--- src/rtl/pc_call_stack.sv ---
// Program counter with a hardware return-address stack for call/ret linkage.
// The stack is a circular buffer, so a call while full silently drops the oldest entry.
module pc_call_stack #(
    parameter int                 WIDTH     = 16,
    parameter int                 DEPTH     = 8,
    parameter logic [WIDTH-1:0]   RESET_VEC = '0
) (
    input  logic                       clk,
    input  logic                       reset,
    input  logic                       load,
    input  logic                       inc,
    input  logic                       call,
    input  logic                       ret,
    input  logic [WIDTH-1:0]           in,
    output logic [WIDTH-1:0]           out,
    output logic [$clog2(DEPTH+1)-1:0] depth,
    output logic                       full,
    output logic                       empty,
    output logic                       overflow,
    output logic                       underflow
);

    localparam int PW = $clog2(DEPTH);
    localparam int DW = $clog2(DEPTH+1);

    generate
        if (DEPTH < 2 || (DEPTH & (DEPTH - 1)) != 0) begin : g_bad_depth
            $error("pc_call_stack: DEPTH must be a power of 2 and at least 2");
        end
    endgenerate

    typedef enum logic [2:0] {
        ACT_HOLD,
        ACT_INC,
        ACT_LOAD,
        ACT_RET,
        ACT_CALL,
        ACT_RESET
    } act_e;

    act_e             act;
    logic [PW-1:0]    top;
    logic [PW-1:0]    top_dec;
    logic [WIDTH-1:0] out_inc;
    logic [WIDTH-1:0] mem [DEPTH];

    // One action per cycle, resolved by fixed priority.
    always_comb begin
        act = ACT_HOLD;
        if (reset)     act = ACT_RESET;
        else if (call) act = ACT_CALL;
        else if (ret)  act = ACT_RET;
        else if (load) act = ACT_LOAD;
        else if (inc)  act = ACT_INC;
    end

    assign out_inc = out + WIDTH'(1);
    assign top_dec = top - PW'(1);
    assign full    = (depth == DW'(DEPTH));
    assign empty   = (depth == '0);

    // top points at the next free slot; when full it also points at the oldest entry.
    always_ff @(posedge clk) begin
        case (act)
            ACT_RESET: begin
                out       <= RESET_VEC;
                depth     <= '0;
                top       <= '0;
                overflow  <= 1'b0;
                underflow <= 1'b0;
            end
            ACT_CALL: begin
                out <= in;
                top <= top + PW'(1);
                if (full) overflow <= 1'b1;
                else      depth    <= depth + DW'(1);
            end
            ACT_RET: begin
                if (empty) begin
                    underflow <= 1'b1;
                end else begin
                    out   <= mem[top_dec];
                    top   <= top_dec;
                    depth <= depth - DW'(1);
                end
            end
            ACT_LOAD: out <= in;
            ACT_INC:  out <= out_inc;
            default: ;
        endcase
    end

    // Storage needs no reset; depth alone says which entries are valid.
    always_ff @(posedge clk) begin
        if (act == ACT_CALL) mem[top] <= out_inc;
    end

endmodule

--- config.mk ---
export PLATFORM = sky130hd
export DESIGN_NAME = pc_call_stack
export DESIGN_NICKNAME = d
export VERILOG_FILES = /design/src/rtl/pc_call_stack.sv
export SDC_FILE = /design/constraint.sdc
export NUM_CORES = 1
export LEC_CHECK = 0
export BUFFER_PORTS_ARGS = -buffer_cell sky130_fd_sc_hd__clkbuf_2
export CAP_MARGIN = 0
export CELL_PAD_IN_SITES_DETAIL_PLACEMENT = 1
export CELL_PAD_IN_SITES_GLOBAL_PLACEMENT = 1
export CORE_UTILIZATION = 49
export CTS_BUF_LIST = sky130_fd_sc_hd__clkbuf_4
export CTS_CLUSTER_SIZE = 28
export DETAILED_ROUTE_END_ITERATION = 7
export GPL_TIMING_DRIVEN = 1
export PLACE_DENSITY_LB_ADDON = 0.1
export SLEW_MARGIN = 20
export SYNTH_ARGS = -nofsm -noshare
export SYNTH_HDL_FRONTEND = slang
export SYNTH_SLANG_ARGS = --single-unit
--- constraint.sdc ---
create_clock -name clk -period 2.72 [get_ports clk]
set_input_delay 0.68 -clock clk [delete_from_list [all_inputs] [get_ports clk]]
set_output_delay 0.68 -clock clk [all_outputs]
set_load 0.01 [all_outputs]
# Word level (Yosys, flattened, before mapping)
# Memories as Yosys holds them, arrays and structs flattened.
# Cells that the tools add are included.
# word_totals
ram_bits	128
out_inout_bits	24
mem_count	1
word_cells	50
register_bits	25
in_bits	22
# op_classes
addsub	5
eq_ne	10
n_mux	18
n_reduce_logical	11
# mem_list
name	words	word_bits	rd	rd_clocked_by_memory_dff	wr	line_no	rtl
mem	8	16	1	0	1	45	logic [WIDTH-1:0] mem [DEPTH];
# op_table
operator	count
16-bit one-hot mux with 4 select lines	1
16-bit by 1-bit adder with 16-bit output (second input constant)	1
16-bit 2-to-1 mux	1
4-bit one-hot mux with 3 select lines	1
3-bit 2-to-1 mux	3
3-bit one-hot mux with 3 select lines	1
4-bit 2-to-1 mux	2
2-bit inequality test (second input constant)	4
2-bit AND reduction	4
3-bit by 2-bit == test with 1-bit output (second input constant)	2
3-bit == test (second input constant)	2
1-bit 2-to-1 mux	5
4-bit by 1-bit adder with 4-bit output (second input constant)	1
4-bit == test (second input constant)	1
4-bit logical NOT	1
2-bit 2-to-1 mux	2
1-bit one-hot mux with 2 select lines	2
2-bit nonzero test	2
4-bit nonzero test	1
4-bit by 1-bit subtractor with 4-bit output (second input constant)	1
3-bit by 1-bit adder with 3-bit output (second input constant)	1
3-bit by 1-bit == test with 1-bit output (second input constant)	1
3-bit AND reduction	1
3-bit nonzero test	1
other kinds (2)	2

# Depth between registers and ports, before layout
# depth
ltp_word	9
depth_mapped	10

# Worst setup path before layout
# OpenSTA, ideal clock, no wires.
# synth_timing
path_type	input to register
from	in reset
to	mem mem[0][0] (enable)
path_stages	2
setup_ps	430
setup_slack_ps	-204
arrival_ps	2494
path_cell_list	nand2b_1 > nor4_1
# synth_between
elab_chain_cells	4
# synth_lines
item	line_no	rtl
start: declaration	9	input logic reset,
3-bit 2-to-1 mux	50	if (reset) act = ACT_RESET;
3-bit == test	95	if (act == ACT_CALL) mem[top] <= out_inc;
1-bit 2-to-1 mux	95	
1-bit 2-to-1 mux (implied by the code)	95	
end: declaration	45	
# No other way between the ends.

# Worst setup path in the final report
# layout_timing
from	reg depth[1]
to	out full
# layout_between
elab_chain_cells	1
# layout_lines
item	line_no	rtl
start: declaration	16	output logic [$clog2(DEPTH+1)-1:0] depth,
start signal: assignment	76	else depth <= depth + DW'(1);
start signal: assignment	84	depth <= depth - DW'(1);
4-bit == test	59	assign full = (depth == DW'(DEPTH));
end: declaration	17	output logic full,
# No other way between the ends.

==> results.md <==
- Worst vdd ir: 0.4986 mV
- GRT overflow: 0
- CP arrival: 1850 ps
- Internal: 3.888 mW
- DR iter-0 viols: 218
- Post-synth EDFFs: 153
- DRC viols: 0
- Setup TNS: 0 ps
- Logic pwr share: 19.9%
- Clock Latency Late Sink: 540 ps
- Endpoint type of the worst setup path: output pin
- Minimum clock period after layout: 2534 ps
- Power Dens Cells: 744.1 nW/um^2
- Final net count: 443
- Die extent in y: 116.3 um
- FFs w/ async S/R, synth: 0%
- GRT Total Usage: 23.87%
- Wire per inst: 24.17 um
- Final Hold Vio Count: 0
- Status: complete, no violations
- Clock power frac: 25.1%
- Setup Crit Path Kind: reg -> out
- Final setup viols: 0
- CTS HTree Levels: 4
- Hold Crit Depth: 2
- Final Wtd Congestion: 0.8152
- Clk sinks: 153
- Setup crit start kind: register
- Via count: 3,483
- Sequential share of power: 54.9%
- Cts hold-fix bufs: 0
- R2R depth: 6
- Initial antenna violation count: 0
- Area Growth Syn to Fin: 13.92%
- Row cnt: 41
- Synth Area per Inst: 18.76 sq um
- NetSw: 1.536 mW
- Total core area: 12,670 sq um
- Fmax achieved: 0.3947 GHz
- Synth cell types: 39
- Leakage dissipation: 2.542 nW
- Cell area after synthesis: 6399 sq um
- Ant diodes: 0
- Initial Util: 50.50%
- Min-delay worst type: in -> reg
- Worst hold slack: 437.9 ps
- Critical Path Fanout Max: 5
- Fin Clk Skew: 14.23 ps
- Seq/Total Area, Yosys: 71.80%
- Reg clk slew, reported paths: 130 ps
- Final core occ: 57.53%
- Least-Margin Pin Slew: 736.6 ps
- Drt total wl: 14.50 mm
- Net Sw Frac: 28.31%
- Yosys reg bits: 153
- Final worst path period share: 93.15%
- DR vias/cell: 5.805
- Share of cells above drive strength 1: 33.41%
- Post-Syn Nets: 369
- Drt first pass iters: 5
- Ys flop type: edfxtp_1
- Die footprint: 13,520 sq um
- Port-buffer cells: 45
- Post-CTS Resized: 0
- CTS tree: done
- Clock root buffer master: clkbuf_4
- Pins Over Slew Limit: 0
- First-pass GRT wire length: 22.09 mm
- Largest net degree at the start of global routing: 33
- HPWL Detailed: 9.500 mm
- R2r setup slk: 420 ps
- Max_slew headroom: 50.54%
- RSZ-0062 raised after global routing: false
- Cells after synthesis: 341
- Finished Layout Cells: 600
- Post-Place Cells: 568
- Vias in the first global route: 3,705
- Post-CTS Setup Repair Bufs: 0
- Critical Path RT: 2040 ps
- Maxcap violations: 0
- Total I/O pin count: 46
- YS warnings: 0
- Post-DRT Antenna Nets: 0
- CTS Buf Count: 17
- Die Width: 116.3 um
- Max clock buf depth: 2
power by group through the flow:
stage               logic [mW]  registers, mW  clock network (mW)
floorplan                0.704           3.01                   0
global placement          1.06           3.03                   0
detailed placement        1.09           3.03                   0
CTS                       1.10           2.98                1.40
global route              1.18           3.00                1.48
finish                    1.08           2.98                1.36
critical path, stage by stage (launching register included):
cell,delay [ps]
edfxtp_1,500
nor4b_1,580
clkbuf_2,230
final timing paths:
| kind | startpoint | to |
|---|---|---|
| worst max-delay path | depth[1]$_SDFFCE_PN0P_ | full |
| worst min-delay path | in[14] | out[14]$_DFFE_PP_ |
| worst max register to register | top[0]$_DFFE_PP_ | out[11]$_DFFE_PP_ |
| worst min register to register | depth[0]$_SDFFCE_PN0P_ | depth[0]$_SDFFCE_PN0P_ |
routing by layer:
metal  GRT usage, %  share of wire (%)  vias up
li1               -                  -     1554
met1          31.43                 41     1830
met2          39.64                 53       90
met3          4.411                5.5        9
met4          9.316                1.1        0
met5              0                  0        -
cell type report:
type	count	area (sq um)
Timing Repair Buffer	73	460.4
Multi-Input combinational cell	162	1705
Sequential cell	153	4594
Clock buffer	18	135.1
Clock inverter	14	148.9
Inverter	8	30.03
Fill cell	1176	5381
Tap cell	172	215.2
kinds of logic after synthesis:
logic type	Yosys count	share of synthesized area [%]
compound gates	37	4.654
flops	153	71.80
fa+ha+maj	6	1.291
xor+xnor	17	2.327
mux	42	12.83
buf+inv	26	2.092
simple gates	60	5.006
state kept, by name, summed over array words and instances (netlist names):
signal     flops
depth          4
mem          128
out           16
overflow       1
top            3
underflow      1
synth_stat cells (4+ instances only):
cell type	n	share of area [%]
edfxtp_1	153	72
mux4_2	32	11
nor2_1	16	0.94
xnor2_1	13	1.8
a221o_1	11	1.7
buf_2	10	0.78
mux2i_1	10	1.6
nand2_1	10	0.59
a22o_1	7	0.96
clkbuf_1	6	0.35
inv_1	6	0.35
nand4_1	6	0.59
ha_1	5	0.98
nand3_1	5	0.39
o21ai_1	5	0.39
a22oi_1	4	0.47
and4_1	4	0.55
nand2b_1	4	0.39
nor3_1	4	0.31
xor2_1	4	0.55
cell usage in the layout, fill, tap and decap left out, drive strengths merged, types with 4 or more instances in the layout:
cell and count:
nand3 5, clkinv 7, inv 10, and4 4, nor3 4, clkbuf 63, a22o 7, a22oi 4
nor2 17, mux2i 10, a221o 11, mux4 32, xnor2 13, xor2 4, nand2b 4, nand2 10
ha 5, buf 28, nand4 6, o21ai 5, edfxtp 153
metrics by stage:
| stage | power (mW) | setup slack [ps] | cell area [sq um] |
|---|---|---|---|
| floorplan | 3.713 | 55.68 | 6405 |
| CTS | 5.483 | 135.6 | 7289 |
| finish | 5.424 | 186.4 | 7289 |
| global placement | 4.087 | 271.1 | 7005 |
| global route | 5.657 | 88.10 | 7289 |
| detailed placement | 4.129 | 186.3 | 7005 |
Note: power is estimated with default switching activity, not from simulation.
